`src/rtl/gpr_bus_ctrl.sv`:
```
// Control sequencer for a GPR bank on shared A/B/C buses: read two sources,
// hand operands to execute, wait for the result, optionally write it back.
module gpr_bus_ctrl #(
  parameter int NREG  = 16,
  parameter int IDX_W = 4
) (
  input  logic              clk,
  input  logic              rst_n,
  input  logic              req_valid,
  output logic              req_ready,
  input  logic [IDX_W-1:0]  req_rs_a,
  input  logic [IDX_W-1:0]  req_rs_b,
  input  logic [IDX_W-1:0]  req_rd,
  input  logic              req_wb,
  input  logic              req_thru,
  output logic [NREG-1:0]   rd_A_en,
  output logic [NREG-1:0]   rd_B_en,
  output logic [NREG-1:0]   wt_en,
  output logic [NREG-1:0]   through_C_en,
  output logic [31:0]       wdata,
  input  logic [31:0]       bus_A_in,
  input  logic [31:0]       bus_B_in,
  output logic              op_valid,
  output logic [31:0]       op_a,
  output logic [31:0]       op_b,
  input  logic              res_valid,
  input  logic [31:0]       res_data
);

  localparam int DATA_W = 32;

  typedef enum logic [1:0] {IDLE, READ, EXEC, WRITE} state_t;

  state_t             state, state_nxt;
  logic [IDX_W-1:0]   rs_a_q, rs_b_q, rd_q;
  logic [IDX_W-1:0]   rs_a_nxt, rs_b_nxt, rd_nxt;
  logic               wb_q, thru_q, wb_nxt, thru_nxt;
  logic [NREG-1:0]    rd_a_en_nxt, rd_b_en_nxt, wt_en_nxt, thru_en_nxt;
  logic               op_valid_nxt;
  logic [DATA_W-1:0]  op_a_nxt, op_b_nxt, wdata_nxt;

  // Indices at or above NREG decode to an all-zero vector.
  function automatic logic [NREG-1:0] idx_onehot(input logic [IDX_W-1:0] idx);
    logic [NREG-1:0] v;
    v = '0;
    for (int i = 0; i < NREG; i++) v[i] = (int'(idx) == i);
    return v;
  endfunction

  function automatic logic idx_in_range(input logic [IDX_W-1:0] idx);
    return int'(idx) < NREG;
  endfunction

  assign req_ready = (state == IDLE);

  // Enables are computed one cycle ahead so that every enable leaves a flop.
  always_comb begin
    state_nxt    = state;
    rs_a_nxt     = rs_a_q;
    rs_b_nxt     = rs_b_q;
    rd_nxt       = rd_q;
    wb_nxt       = wb_q;
    thru_nxt     = thru_q;
    rd_a_en_nxt  = '0;
    rd_b_en_nxt  = '0;
    wt_en_nxt    = '0;
    thru_en_nxt  = '0;
    op_valid_nxt = op_valid;
    op_a_nxt     = op_a;
    op_b_nxt     = op_b;
    wdata_nxt    = wdata;
    unique case (state)
      IDLE: begin
        if (req_valid) begin
          rs_a_nxt    = req_rs_a;
          rs_b_nxt    = req_rs_b;
          rd_nxt      = req_rd;
          wb_nxt      = req_wb;
          thru_nxt    = req_thru;
          rd_a_en_nxt = idx_onehot(req_rs_a);
          rd_b_en_nxt = idx_onehot(req_rs_b);
          state_nxt   = READ;
        end
      end
      READ: begin
        op_a_nxt     = idx_in_range(rs_a_q) ? bus_A_in : '0;
        op_b_nxt     = idx_in_range(rs_b_q) ? bus_B_in : '0;
        op_valid_nxt = 1'b1;
        state_nxt    = EXEC;
      end
      EXEC: begin
        if (res_valid) begin
          op_valid_nxt = 1'b0;
          if (wb_q) begin
            wdata_nxt   = res_data;
            wt_en_nxt   = idx_onehot(rd_q);
            thru_en_nxt = thru_q ? idx_onehot(rd_q) : '0;
            state_nxt   = WRITE;
          end else begin
            state_nxt   = IDLE;
          end
        end
      end
      WRITE: state_nxt = IDLE;
      default: state_nxt = IDLE;
    endcase
  end

  // Asynchronous reset drops every enable at once, so a write cannot complete.
  always_ff @(posedge clk or negedge rst_n) begin
    if (!rst_n) begin
      state        <= IDLE;
      rs_a_q       <= '0;
      rs_b_q       <= '0;
      rd_q         <= '0;
      wb_q         <= 1'b0;
      thru_q       <= 1'b0;
      rd_A_en      <= '0;
      rd_B_en      <= '0;
      wt_en        <= '0;
      through_C_en <= '0;
      op_valid     <= 1'b0;
      op_a         <= '0;
      op_b         <= '0;
      wdata        <= '0;
    end else begin
      state        <= state_nxt;
      rs_a_q       <= rs_a_nxt;
      rs_b_q       <= rs_b_nxt;
      rd_q         <= rd_nxt;
      wb_q         <= wb_nxt;
      thru_q       <= thru_nxt;
      rd_A_en      <= rd_a_en_nxt;
      rd_B_en      <= rd_b_en_nxt;
      wt_en        <= wt_en_nxt;
      through_C_en <= thru_en_nxt;
      op_valid     <= op_valid_nxt;
      op_a         <= op_a_nxt;
      op_b         <= op_b_nxt;
      wdata        <= wdata_nxt;
    end
  end

endmodule

```
`config.mk`:
```
export PLATFORM = sky130hd
export DESIGN_NAME = gpr_bus_ctrl
export DESIGN_NICKNAME = d
export VERILOG_FILES = /design/src/rtl/gpr_bus_ctrl.sv
export SDC_FILE = /design/constraint.sdc
export NUM_CORES = 1
export LEC_CHECK = 0
export ABC_AREA = 1
export CAP_MARGIN = 20
export CORE_MARGIN = 3
export CORE_UTILIZATION = 35
export CTS_CLUSTER_SIZE = 25
export DETAILED_ROUTE_END_ITERATION = 16
export PLACE_DENSITY = 0.74
export SLEW_MARGIN = 10
export SYNTH_ARGS = -nofsm -noshare
export SYNTH_HDL_FRONTEND = slang
export SYNTH_SLANG_ARGS = --single-unit
```
`constraint.sdc`:
```
create_clock -name clk -period 1.52 [get_ports clk]
set_input_delay 0.456 -clock clk [delete_from_list [all_inputs] [get_ports clk]]
set_output_delay 0.456 -clock clk [all_outputs]
set_load 0.01 [all_outputs]
```
==> results list <==
- Clock tree skew after final layout: approximately 0.0092 ns
- Peak fanout along the critical path: 2
- The number of global-route vias before repair was 5252.
- STA classifies the critical path startpoint as a flop.
- Count of routing violations after the opening detailed-route iteration: 261
- The total overflow left after global routing is 0.
- First-pass DRT Iterations: 4
- Worst R2R Setup Slack: 0.16 ns
* Area Overhead vs Synth: 51.08%
- Global-route wire length before repair: 27920 um
- TritonCTS built the clock tree.
- In the routed design, unresolved DRC markers number 0.
- The detail route stage leaves a number of antenna-violating nets equal to 0.
* Insertion delay to the later sink of the worst-skew pair: roughly 0.41 ns
- The min-delay analysis places its worst path in the category flop to flop.
- By area the synthesized netlist is led by sky130_fd_sc_hd__dfrtp_1 (67%), sky130_fd_sc_hd__nand2_1 (17%), sky130_fd_sc_hd__nand3_1 (5.2%), sky130_fd_sc_hd__nor2_1 (4.1%), sky130_fd_sc_hd__inv_1 (1.8%).
* Count of warnings emitted by yosys: 0
* Part of the Yosys area used for sequential elements: 0.6733
- Max capacitance violation total: 0
- Tightest Pin Transition: 0.5640 ns
* Area share of the leading cell type in the synthesized netlist: 0.6733
* Cell at the root of the clock tree: sky130_fd_sc_hd__clkbuf_16
- Standby leakage power: 0.005115 uW
- Power density over cell area: 1778 mW/mm2
* Headroom to the max-slew limit: 0.6236
- Final Power: between 15000 and 20000 uW
- Entering global routing, the biggest net connects 51 pins.
* FMAX: about 640 MHz
- During placement, the flow inserted port buffers numbering 275.
* Starting density of the core: 0.3606
* Maximum vdd drop: 0.0008400 V
- The layout has around 1600 filler cells.
- After clock tree synthesis, the clock-pin slew on the worst setup and hold paths is 0.07 ns.
* Standard-cell rows: 48
* Final WS setup: -0.03188 ns
- Number of antenna violations at the first check in global routing: 0
- At the end of routability-driven placement, the weighted congestion stood at 0.7868.
* Number of placed instances with taps included: 1153
* Die Span Y: approximately 140 um
* Full die area: about 0.02 mm2
- Die Width: between 100 and 150 um
- Unique masters post-synth: 16
- After detailed routing, the average wire length per cell comes to 14.74 um.
- In this run the deepest clock path goes through 2 buffers.
* Num CTS Buffers: 17
- Global-route total usage across every layer: 0.1786
- The largest total area in the synthesized netlist belongs to sky130_fd_sc_hd__dfrtp_1.
- Pins over their slew limit: 0
- Critical path endpoint category: primary output
- The count of cells in the finished layout, fillers not included, comes to 1193.
- Estimated wirelength of the detail-placed design: about 13000 um
- Pin placement for this block handled 276 I/O pins.
- Counting flops and latches in the post-synthesis netlist gives 169.
* Number of H-tree levels: 4
* Post-synthesis instance area: 0.006281 mm2
* CP Data Arrival Time: 1.10 ns
- Via count: ~5400
- Net count, final: between 1000 and 1500
- Run status: finished with violations
- Place WS: -0.1460 ns
* Post-Syn Instances: 660
- Detailed-route vias per instance: 4.486
- Number of nets produced by synthesis: just under 800
- Across all hold checks on the routed design, the worst slack comes to 0.4684 ns.
- Total wirelength of the detailed-routed design: 17580 um
- Setup violation total in the final timing report: 1
* Endpoints failing hold: 0
* Core footprint: between 0.015 and 0.02 mm2
- The repair_antennas step left the layout with diodes totalling 0.
* Critical Path RT: roughly 1.1 ns
- For this design, the sink count on the clock tree is between 150 and 200.
- Proportion of layout cells with a drive suffix above 1: 0.2004
* Post-route clock period utilization: 1.021
* Unrepaired setup endpoints after global routing: yes
- Mean instance size in the synthesized netlist: around 9.5 um2
- Violations in the final reports: negative setup slack
* Critical setup path kind: flop to primary output
* Min Clock Period, post-route: 1.552 ns
## final cells by class
type | count | area (um2) | area share
Multi-Input combinational cell | 429 | 1725 | 0.1818
Clock buffer | 17 | 425.4 | 0.04483
Timing Repair Buffer | 306 | 2526 | 0.2662
Tap cell | 225 | 281.5 | 0.02967
Sequential cell | 169 | 4230 | 0.4458
Inverter | 32 | 122.6 | 0.01292
Clock inverter | 15 | 177.7 | 0.01872
## worst max-delay path, stage by stage (launching register included)
cell and delay, ns:
sky130_fd_sc_hd__dfrtp_1 0.41, sky130_fd_sc_hd__nor2_4 0.16, sky130_fd_sc_hd__buf_6 0.12
## worst paths after layout
path / from / to / cells after the start
worst max-delay path: state[1] / req_ready / 2
worst min-delay path: op_b[21] / op_b[21] / 2
worst max register to register: state[0] / wdata[6] / 7
worst min register to register: op_b[21] / op_b[21] / 2
max in group asynchronous: rst_n / rd_A_en[11] / 3
min in group asynchronous: rst_n / op_b[16] / 2
## sequential cells by signal (all words and copies together), names as in the netlist, 4 cells and up
signal        flops
rd_B_en          16
op_b             32
wt_en            16
rd_A_en          16
rd_q              4
through_C_en     16
op_a             32
wdata            32
## logic make-up after synthesis
group | share of synthesized area
DFF | 0.6733
buffers and inverters | 0.05319
and+or+nand+nor | 0.2727
AOI/OAI and AO/OA | 0.0007960
## placed cells by master, fill, tap and decap left out
cell type and count:
sky130_fd_sc_hd__clkdlybuf4s50_1 112, sky130_fd_sc_hd__inv_6 5, sky130_fd_sc_hd__clkbuf_16 17, sky130_fd_sc_hd__clkinv_8 3, sky130_fd_sc_hd__clkinvlp_4 2, sky130_fd_sc_hd__nor2_2 1, sky130_fd_sc_hd__nand2_2 2, sky130_fd_sc_hd__buf_4 20
sky130_fd_sc_hd__dfrtp_2 1, sky130_fd_sc_hd__clkdlybuf4s15_1 40, sky130_fd_sc_hd__dlygate4sd3_1 1, sky130_fd_sc_hd__inv_1 29, sky130_fd_sc_hd__buf_12 9, sky130_fd_sc_hd__clkdlybuf4s15_2 4, sky130_fd_sc_hd__bufinv_16 1, sky130_fd_sc_hd__buf_6 3
sky130_fd_sc_hd__dfrtp_1 168, sky130_fd_sc_hd__a21oi_1 1, sky130_fd_sc_hd__nor2_1 69, sky130_fd_sc_hd__clkbuf_2 77, sky130_fd_sc_hd__nand2_1 285, sky130_fd_sc_hd__inv_8 2, sky130_fd_sc_hd__nand3_1 65, sky130_fd_sc_hd__inv_4 1
sky130_fd_sc_hd__clkinv_4 2, sky130_fd_sc_hd__buf_2 40, sky130_fd_sc_hd__inv_2 2, sky130_fd_sc_hd__nor2_4 2, sky130_fd_sc_hd__nand4_1 4
## synth_stat cells, drive strengths merged
cell      n
nor2     72
a21oi     1
buf      28
nand2   287
nand3    65
dfrtp   169
clkbuf    2
nand4     4
inv      32
## per-layer routing
metal	global-route usage	share of wire	up-vias
li1	-	-	2614
met1	0.2301	0.43	2515
met2	0.2859	0.47	206
met3	0.06419	0.084	17
met4	0.05252	0.015	0
met5	0	0	-
## repair_timing
action,4_1_cts,5_1_grt
endpoints found under the setup margin,162,109
hold endpoints to repair,22,0
setup buffers,1,6
hold buffers,1,0
gates resized for setup,382,107
cloned,0,0
pin swaps,1,1
## through the flow
stage	instance area, um2	setup TNS, ns	utilization
floorplan	6281	0	-
global placement	9399	-4.624	0.5397
detailed placement	9399	-6.615	0.5397
CTS	10010	-0.07907	0.5746
global route	9489	-0.09308	0.5448
finish	9489	-0.03188	0.5448
## power breakdown
part | total (uW) | internal (uW) | switching (uW)
clock | 4320 | 2350 | 1970
combinational | 5960 | 2440 | 3510
sequential | 6590 | 5870 | 720
total | 16900 | 10700 | 6200
No activity file was read; power rests on OpenSTA's default activity.
